$ cat config.mk
export PLATFORM = sky130hd
export DESIGN_NAME = unified_mem_arbiter
export DESIGN_NICKNAME = d
export VERILOG_FILES = /design/src/rtl/unified_mem_arbiter.sv
export SDC_FILE = /design/constraint.sdc
export NUM_CORES = 1
export LEC_CHECK = 0
export CORE_ASPECT_RATIO = 1.25
export CORE_MARGIN = 4
export CORE_UTILIZATION = 40
export CTS_CLUSTER_DIAMETER = 120
export DETAILED_ROUTE_END_ITERATION = 16
export PLACE_DENSITY = 0.82
export SYNTH_ARGS = -nofsm -noshare
export SYNTH_HDL_FRONTEND = slang
export SYNTH_SLANG_ARGS = --single-unit
$ cat constraint.sdc
create_clock -name clk -period 2.62 [get_ports clk]
set_clock_uncertainty 0.1 [all_clocks]
set_input_delay 0.655 -clock clk [delete_from_list [all_inputs] [get_ports clk]]
set_output_delay 0.655 -clock clk [all_outputs]
set_load 0.02 [all_outputs]
$ cat src/rtl/unified_mem_arbiter.sv
// Shares one fixed-latency memory port between instruction fetch and the MEM stage,
// holding a global pipeline stall until every request of the current pipeline cycle is served.
module unified_mem_arbiter #(
  parameter int WIDTH   = 32,
  parameter int MEM_LAT = 2
) (
  input  logic             clk,
  input  logic             reset,
  input  logic             if_req,
  input  logic [WIDTH-1:0] if_addr,
  input  logic             mem_read,
  input  logic             mem_write,
  input  logic [WIDTH-1:0] mem_addr,
  input  logic [WIDTH-1:0] mem_wdata,
  output logic             m_en,
  output logic             m_we,
  output logic [WIDTH-1:0] m_addr,
  output logic [WIDTH-1:0] m_wdata,
  input  logic [WIDTH-1:0] m_rdata,
  output logic [WIDTH-1:0] if_rdata,
  output logic [WIDTH-1:0] d_rdata,
  output logic             stall_pipe
);

  localparam logic [1:0] IDLE   = 2'd0;
  localparam logic [1:0] BUSY_I = 2'd1;
  localparam logic [1:0] BUSY_D = 2'd2;

  localparam logic [3:0] LAT_M1 = 4'(MEM_LAT - 1);

  logic [1:0] state;
  logic [3:0] cnt;
  logic       i_done;
  logic       d_done;
  logic       d_req;
  logic       i_pend;
  logic       d_pend;

  assign d_req      = mem_read | mem_write;
  assign i_pend     = if_req & ~i_done;
  assign d_pend     = d_req & ~d_done;
  assign stall_pipe = i_pend | d_pend;

  always_ff @(posedge clk) begin
    if (reset) begin
      state    <= IDLE;
      cnt      <= 4'd0;
      i_done   <= 1'b0;
      d_done   <= 1'b0;
      m_en     <= 1'b0;
      m_we     <= 1'b0;
      m_addr   <= '0;
      m_wdata  <= '0;
      if_rdata <= '0;
      d_rdata  <= '0;
    end else begin
      // Pipeline advances this edge: open a fresh pipeline cycle.
      if (!stall_pipe) begin
        i_done <= 1'b0;
        d_done <= 1'b0;
      end
      case (state)
        IDLE: begin
          // Data first: the MEM stage holds the older instruction.
          if (d_pend) begin
            state   <= BUSY_D;
            m_addr  <= mem_addr;
            m_wdata <= mem_wdata;
            m_we    <= mem_write;
            m_en    <= 1'b1;
            cnt     <= LAT_M1;
          end else if (i_pend) begin
            state  <= BUSY_I;
            m_addr <= if_addr;
            m_we   <= 1'b0;
            m_en   <= 1'b1;
            cnt    <= LAT_M1;
          end else begin
            m_en <= 1'b0;
            m_we <= 1'b0;
          end
        end
        BUSY_I, BUSY_D: begin
          if (cnt != 4'd0) begin
            cnt <= cnt - 4'd1;
          end else begin
            // Completion: result is captured even if the request has since dropped.
            if (state == BUSY_I) begin
              if_rdata <= m_rdata;
              i_done   <= 1'b1;
            end else begin
              if (!m_we) d_rdata <= m_rdata;
              d_done <= 1'b1;
            end
            m_en  <= 1'b0;
            m_we  <= 1'b0;
            state <= IDLE;
          end
        end
        default: begin
          state <= IDLE;
          m_en  <= 1'b0;
          m_we  <= 1'b0;
        end
      endcase
    end
  end

endmodule

==> impl_metrics.env <==
export IMPL_grt_pass1_vias=5304
export IMPL_syn_to_final_growth_pct=64.5
export IMPL_die_w_um=111
export IMPL_yosysSeqAreaShare_pct=52.5
export IMPL_vias_per_cell=5.01
export IMPL_status="complete, no violations"
export IMPL_dieArea_um2=15100
export IMPL_io_pins=264
export IMPL_fmax_mhz=414
export IMPL_drive_gt1_share_pct=6.49
export IMPL_crit_chain="clkdlybuf4s50_1 -> o21bai_4 -> nand2_1 -> dlygate4sd2_1"
export IMPL_synthMuxAreaShare_pct=0.190
export IMPL_start_kind="input port"
export IMPL_worstSetupPathType="input port to output pin"
export IMPL_postRouteAntennaNets=0
export IMPL_synth_nets=797
export IMPL_finalHoldViolations=0
export IMPL_numCtsBuffers=17
export IMPL_yosysTopAreaCell="dfxtp_1"
export IMPL_drt_first_pass_iters=4
export IMPL_synth_cell_area_um2=5260
export IMPL_critPathTopFamily="buffers and inverters"
export IMPL_drv_slew=0
export IMPL_yosys_top_cells_area="dfxtp_1 (52%), nand2_1 (19%), a21oi_1 (9.4%), a311oi_1 (5.5%), nor2_1 (2.6%)"
export IMPL_hold_class="flop to flop"
export IMPL_path_clk_slew_ns=0.05
export IMPL_synth_top_area_share_pct=52.5
export IMPL_drt_initial_drc_count=251
export IMPL_nets=1047
export IMPL_r2r_cells=7
export IMPL_ys_flop_type="dfxtp_1"
export IMPL_io_buffers=263
export IMPL_grt_pass1_wl_mm=25.6
export IMPL_grt_ovfl_total=0
export IMPL_clkPwrFrac_pct=24.6
export IMPL_maxSlewHeadroom_pct=56.9
export IMPL_reg2reg_to="if_rdata[24]$_SDFFE_PP0P_"
export IMPL_crit_end="stall_pipe"
export IMPL_synthAdderAreaFrac_pct=0.713
export IMPL_cp_depth=4
export IMPL_yosysWarnings=0
export IMPL_clock_sinks=138
export IMPL_ys_types=35
export IMPL_clockRootBuffer="clkbuf_16"
export IMPL_wl_per_cell_um=14.8
export IMPL_combPwrFrac_pct=44.7
export IMPL_vdd_ir_drop_max_v=0.000722
export IMPL_antenna_found_initial=0
export IMPL_async_flop_share_pct=0
export IMPL_postCtsSetupRepairBufs=0
export IMPL_post_route_util_pct=67.7
export IMPL_yosysMostFrequentCell="nand2_1"
export IMPL_p_leak_nw=3.19
export IMPL_period_minus_slack_ns=2.41
export IMPL_cp_arrival_ns=1.66
export IMPL_antenna_cells=0
export IMPL_grt_max_degree=61
export IMPL_worst_setup_path_end_kind="output pin"
export IMPL_track_usage_pct=21.0
export IMPL_gp_congestion=0.784
export IMPL_max_stage_delay_ns=0.47
export IMPL_detailed_place_hpwl_mm=11.6
export IMPL_start_util_pct=41.2
export IMPL_clk_latency_ns=0.41
export IMPL_core_region_area_um2=12800
export IMPL_crit_required_ns=1.87
export IMPL_crit_fanout=2
export IMPL_layout_setup_ws_ns=0.206
export IMPL_power_net_switching_mw=3.71
export IMPL_timing_rr_start="cnt[0]$_SDFFE_PP0P_"
export IMPL_cts_tree="yes"
export IMPL_worst_pin_slew_ns=0.646
export IMPL_rsz0062_at_grt="false"
export IMPL_r2r_slack_ns=0.62
export IMPL_synth_top_family_by_area="simple AND/OR/NAND/NOR gates"
export IMPL_worst_path_max_delay_cell="clkdlybuf4s50_1"
export IMPL_dp_slack_ns=-0.0622
export IMPL_rows=46
export IMPL_drc_errors=0
export IMPL_num_vias=5473
export IMPL_synth_area_per_cell_um2=7.96
export IMPL_p_per_area_nw_per_um2=1140
export IMPL_cp_startpoint="mem_write"
export IMPL_cts_buffer_depth=2
export IMPL_num_fill_cells=1052
export IMPL_synth_compound_area_share_pct=17.6
export IMPL_setup_viol=0
export IMPL_synthCells=661
export IMPL_finalCritPeriodShare_pct=92.1
export IMPL_die_h_um=136
export IMPL_cap_violations=0
export IMPL_synth_commonest_cells="nand2_1 (264), dfxtp_1 (138), a21oi_1 (99), nor2_1 (37), a311oi_1 (33)"
export IMPL_synthSimpleGateAreaFrac_pct=23.5
export IMPL_wirelength_mm=16.2
export IMPL_synth_edf_count=0
export IMPL_ys_ff_latch=138
export IMPL_power_sequential_fraction_pct=30.6
export IMPL_p_int_mw=6.16
export IMPL_switching_share_pct=37.6
export IMPL_path_buf_inv=2
export IMPL_htreeDepth=4
export IMPL_synth_xor_xnor_area_share_pct=0
## worst min-delay path by stage
| stage | startpoint | endpoint | cells past startpoint |
|---|---|---|---|
| floorplan | i_done$_SDFF_PP0_ | i_done$_SDFF_PP0_ | 2 |
| global placement | if_rdata[12]$_SDFFE_PP0P_ | if_rdata[12]$_SDFFE_PP0P_ | 2 |
| detailed placement | if_rdata[17]$_SDFFE_PP0P_ | if_rdata[17]$_SDFFE_PP0P_ | 2 |
| CTS | d_rdata[22]$_SDFFE_PP0P_ | d_rdata[22]$_SDFFE_PP0P_ | 2 |
| global route | d_rdata[7]$_SDFFE_PP0P_ | d_rdata[7]$_SDFFE_PP0P_ | 2 |
| finish | d_rdata[28]$_SDFFE_PP0P_ | d_rdata[28]$_SDFFE_PP0P_ | 2 |
## placed cells by master, fill, tap and decap left out, types with 2 or more instances in the layout
master,instances
nand2_1,264
clkdlybuf4s50_1,261
dfxtp_1,138
a21oi_1,99
nor2_1,37
a311oi_1,33
clkbuf_16,17
buf_4,14
inv_1,8
buf_12,5
nand3_1,4
clkinvlp_4,4
inv_6,4
ha_1,3
bufinv_16,3
a22oi_1,2
clkinv_2,2
clkbuf_1,2
## power by group through the flow
stage	combinational, mW	clock (mW)	sequential (mW)
after floorplan	1.87	0	3.73
after global placement	4.38	0	3.03
after detailed placement	4.44	0	3.06
after CTS	4.47	2.48	3.02
after global routing	4.79	2.57	3.10
final	4.41	2.43	3.02
## sequential cells by signal, summed over array words and instances, names as in the netlist
name and flops:
m_en 1, state 2, m_addr 32, if_rdata 32, d_done 1, d_rdata 32, cnt 4, i_done 1
m_wdata 32, m_we 1
## repair_timing
action,4_1_cts,5_1_grt
hold buffers,0,0
endpoints found under the hold margin,0,0
setup endpoints to repair,1,0
gates resized for setup,1,0
## through the flow
stage / hold WS [ns] / cells / cell area [um^2] / setup TNS [ns] / power [mW]
global route: 0.368 / 1092 / 8660 / 0 / 10.5
detailed placement: 0.346 / 1060 / 8060 / -0.0622 / 7.50
CTS: 0.354 / 1092 / 8660 / 0 / 9.97
floorplan: 0.345 / 661 / 5260 / 0 / 5.60
global placement: 0.341 / 1060 / 8060 / -0.0441 / 7.41
finish: 0.351 / 1092 / 8660 / 0 / 9.86
## area by class of cell
| cell class | count | area (um^2) | area share, % |
|---|---|---|---|
| Multi-Input combinational cell | 465 | 2230 | 25.7 |
| Clock buffer | 19 | 433 | 5.00 |
| Timing Repair Buffer | 281 | 2830 | 32.7 |
| Clock inverter | 13 | 165 | 1.91 |
| Tap cell | 168 | 210 | 2.43 |
| Inverter | 8 | 30.0 | 0.347 |
| Sequential cell | 138 | 2760 | 31.9 |
## per-layer routing
layer	track usage (%)	wire (um)
met1	22.8	6340
met2	37.5	8160
met3	6.63	1200
met4	9.86	515
met5	0	0
## cells by family after synthesis
kind of cell	after synthesis
multiplexers	1
AND/OR/NAND/NOR	314
AO/OA/AOI/OAI	147
buffers and inverters	58
flip-flops	138
adder cells (fa/ha/maj)	3
## worst register-to-register path, cell delays in order (launching register included)
cell and delay [ns]:
dfxtp_1 0.33, inv_1 0.06, ha_1 0.22, or3b_4 0.45, nor3_4 0.12, buf_4 0.36
nand2_1 0.13, a21oi_1 0.16
(Power assumes the default switching activity.)
==> edit 1 (same settings) <==
Set the parameter `WIDTH` to 28 (it was 32).
--- a/src/rtl/unified_mem_arbiter.sv
+++ b/src/rtl/unified_mem_arbiter.sv
@@ -1,7 +1,7 @@
 // Shares one fixed-latency memory port between instruction fetch and the MEM stage,
 // holding a global pipeline stall until every request of the current pipeline cycle is served.
 module unified_mem_arbiter #(
-  parameter int WIDTH   = 32,
+  parameter int WIDTH   = 28,
   parameter int MEM_LAT = 2
 ) (
   input  logic             clk,
Interface: changed (8 resized); port bits go from 264 to 232. The function was not compared with the original's and may differ.
==> edit 1 against the unedited design <==
Setup slack worse by 0.034 ns. Hold slack better by 0.00072 ns. Synthesized area is 12% lower. Routed wire length is 10% lower. Sequential power is 11% lower. Combinational power is 15% lower. Total power is 13% lower. Final area is 12% lower. Die area is 11% lower. Sequential cell count is 16 lower. Sequential share of layout area is 0.26 points higher. Largest cell class is now registers.
==> edit 1: results <==
[synth]
yosysSeqAreaShare = 0.529
syn-num-nets = 709
syn_inst = 589
synth.mux.area_fraction = 0
ys_top_cells_by_count = nand2_1 (232), dfxtp_1 (122), a21oi_1 (89), nor2_1 (34), a311oi_1 (29)
synth-compound-area-share = 0.175
synthDistinctLibCells = 31
yosys-top-cells-area = dfxtp_1 (53%), nand2_1 (19%), a21oi_1 (9.6%), a311oi_1 (5.5%), nor2_1 (2.8%)

[finish]
nNetsFinal = 929
drive_gt1_frac = 0.0585
fin_cells = 956
fill_cells = 900

[placement]
gp_congestion = 0.791
post-dp-hpwl_um = 10500
place_ws_ns = -0.100
placed_area_sq_um = 7040
port_buffers = 231

[critical_path]
r2r_cells = 6
r2r_setup_slack_ns = 0.38
reg2reg_from = state[0]$_SDFFE_PP0P_
slowest_delay_ns = 0.51

[drt]
m1WireLength_um = 5460
wl_met2_um = 7760
wl_met3_um = 811
drt_iter0_drc = 224
viasPerCell = 5.07

[sta]
slew_headroom = 0.714
holdWs_ns = 0.352
post-route-period-util = 0.934

[grt]
grtUsageTotal = 0.217
grt_max_degree = 55
grt_pass1_wl_um = 23200

[status]
outcome = completed

[hold_path]
whs_endpoint = if_rdata[8]$_SDFFE_PP0P_

[power_and_ir_drop]
power_leakage_nw = 2.83
power_density_nw_per_um2 = 1130
irDropWorstVdd_v = 0.000657
[edit 1: layout make-up]
class | count | share of cell area
clock buffers | 23 | 0.0630
well taps | 135 | 0.0223
multi-input cells | 415 | 0.259
repair buffers | 245 | 0.321
inverters | 8 | 0.00396
flip-flops and latches | 122 | 0.322
clock inverters | 8 | 0.00923
[edit 1: per-layer routing]
layer,vias up,track usage
li1,2390,-
met1,2237,0.222
met2,178,0.402
met3,42,0.0605
met4,0,0.117
met5,-,0
[edit 1: how the worst max path moves through the flow]
| stage | endpoint |
|---|---|
| 2_1_floorplan | stall_pipe |
| 3_3_place_gp | stall_pipe |
| 3_5_place_dp | stall_pipe |
| 4_1_cts | stall_pipe |
| 5_1_grt | stall_pipe |
| 6_report | stall_pipe |
[edit 1: timing repair]
action	CTS	global route
resized for setup	1	0
setup endpoints to repair	1	0
hold endpoints to repair	0	0
[edit 1: power by group]
group | switching [mW] | internal, mW
logic | 2.14 | 1.62
registers | 0.286 | 2.40
clock network | 0.776 | 1.36
total | 3.21 | 5.39
==> edit 2 (config.mk and constraints unchanged) <==
Without the edit above. Reset style: asynchronous (`reset`), changed in one clocked block.
--- a/src/rtl/unified_mem_arbiter.sv
+++ b/src/rtl/unified_mem_arbiter.sv
@@ -41,7 +41,7 @@
   assign d_pend     = d_req & ~d_done;
   assign stall_pipe = i_pend | d_pend;
 
-  always_ff @(posedge clk) begin
+  always_ff @(posedge clk or posedge reset) begin
     if (reset) begin
       state    <= IDLE;
       cnt      <= 4'd0;
Formal check against the unedited RTL: differs if reset is asserted again (counterexample within 4 cycles, from zero or initial values and one cycle with reset high); with reset held inactive, the same outputs for 4 cycles.
==> edit 2 against the unedited design <==
Sequential share of layout area is 5.6 points higher. Setup slack worse by 0.036 ns. Total power is 24% higher. Sequential cell count stayed put. Routed wire length is 6.7% lower. Synthesized area is 8.2% higher. Critical path depth stayed put. Final area is 6.2% higher. Critical path type unchanged. Highest routed layer unchanged.
==> edit 2: results <==
[grt]
grt_use_met1 = 0.202
grt_max_degree = 66
grtUsageTotal = 0.190
grt_pass1_wl_um = 24000
met3_usage = 0.0593
grt_pass1_vias = 4615
use_met2 = 0.341
antenna_found_initial = 0

[power_and_ir_drop]
power_leakage_nw = 3.98
p_int_mw = 7.81
irDropWorstVdd_v = 0.000770

[synth]
ys_top_cells_by_count = dfrtp_1 (138), mux2_1 (63), nand2_1 (39), mux2i_1 (32), o21ai_1 (31)
yosysSeqAreaShare = 0.606
synthDistinctLibCells = 35
yosys_warnings = 0
synthArstFlopShare = 1.00
yosys-top-cells-area = dfrtp_1 (61%), mux2_1 (12%), mux2_4 (7.6%), mux2i_1 (5.6%), o21ai_1 (2.7%)
syn_area_per_cell_sq_um = 14.1
syn-num-nets = 539

[placement]
place_ws_ns = -0.113
placed_area_sq_um = 8600
port_buffers = 263
post-dp-hpwl_um = 11600
gp_congestion = 0.790
dp_cells = 829

[critical_path]
crit_slowest_cell = clkdlybuf4s50_1
critical_path_arrival_ns = 1.69
critPathTopFamily = buffers and inverters
crit_path_max_fanout = 2
slowest_delay_ns = 0.54

[cts]
root_buffer = clkbuf_16
cts_max_level = 4
clk_pin_slew_ns = 0.05
post_cts_buffers = 0
cts_buffers = 17
insertion_delay_ns = 0.42
cts_resized = 1
cts_max_path_buffers = 2

[sta]
tightest_slew_ns = 0.533
finalHoldViolations = 0

[finish]
drive_gt1_frac = 0.121
fin_cells = 860
fill_cells = 1020
diodes = 0
nNetsFinal = 809
multi_input_area_sq_um = 2110

[drt]
drt_iter0_drc = 108
drtPass1Iterations = 4
vias = 4155
finalWirelength_um = 15100

[hold_path]
min_path_type = reg -> reg

[status]
outcome = completed
-- edit 2: kinds of logic after synthesis --
family / Yosys count / share of synthesized area
DFF: 138 / 0.606
AOI/OAI and AO/OA: 51 / 0.0499
and+or+nand+nor: 53 / 0.0437
buffers and inverters: 30 / 0.0283
muxes: 128 / 0.265
adders and majority gates: 3 / 0.00659
-- edit 2: area by class of cell --
cell class	count	share of cell area
clock buffer	21	0.0523
clock inverter	10	0.0125
inverter	8	0.00367
multi-input combinational	235	0.229
sequential	138	0.376
tap	175	0.0238
timing repair buffer	273	0.303
-- edit 2: power by group through the flow --
stage / combinational (mW) / sequential (mW) / clock, mW
floorplan: 2.00 / 5.01 / 0
global placement: 5.97 / 3.77 / 0
detailed placement: 6.12 / 3.85 / 0
CTS: 6.15 / 3.83 / 2.43
global route: 6.44 / 3.95 / 2.53
finish: 6.06 / 3.82 / 2.37
-- edit 2: metal layers --
layer / vias up / part of all wire
met5: - / 0
li1: 1948 / -
met1: 1993 / 0.35
met2: 181 / 0.54
met3: 33 / 0.080
met4: 0 / 0.029
-- edit 2: worst paths after layout --
check | end | slack [ns] | cells past startpoint | startpoint
min in group asynchronous | d_rdata[24]$_DFFE_PP0P_ | 0.50 | 2 | reset
max in group asynchronous | m_addr[31]$_DFFE_PP0P_ | 1.25 | 3 | reset
max | stall_pipe | 0.17 | 4 | mem_write
min reg2reg | m_addr[23]$_DFFE_PP0P_ | 0.38 | 2 | m_addr[23]$_DFFE_PP0P_
max reg2reg | if_rdata[14]$_DFFE_PP0P_ | 0.44 | 6 | state[0]$_DFFE_PP0P_
min | m_addr[23]$_DFFE_PP0P_ | 0.38 | 2 | m_addr[23]$_DFFE_PP0P_
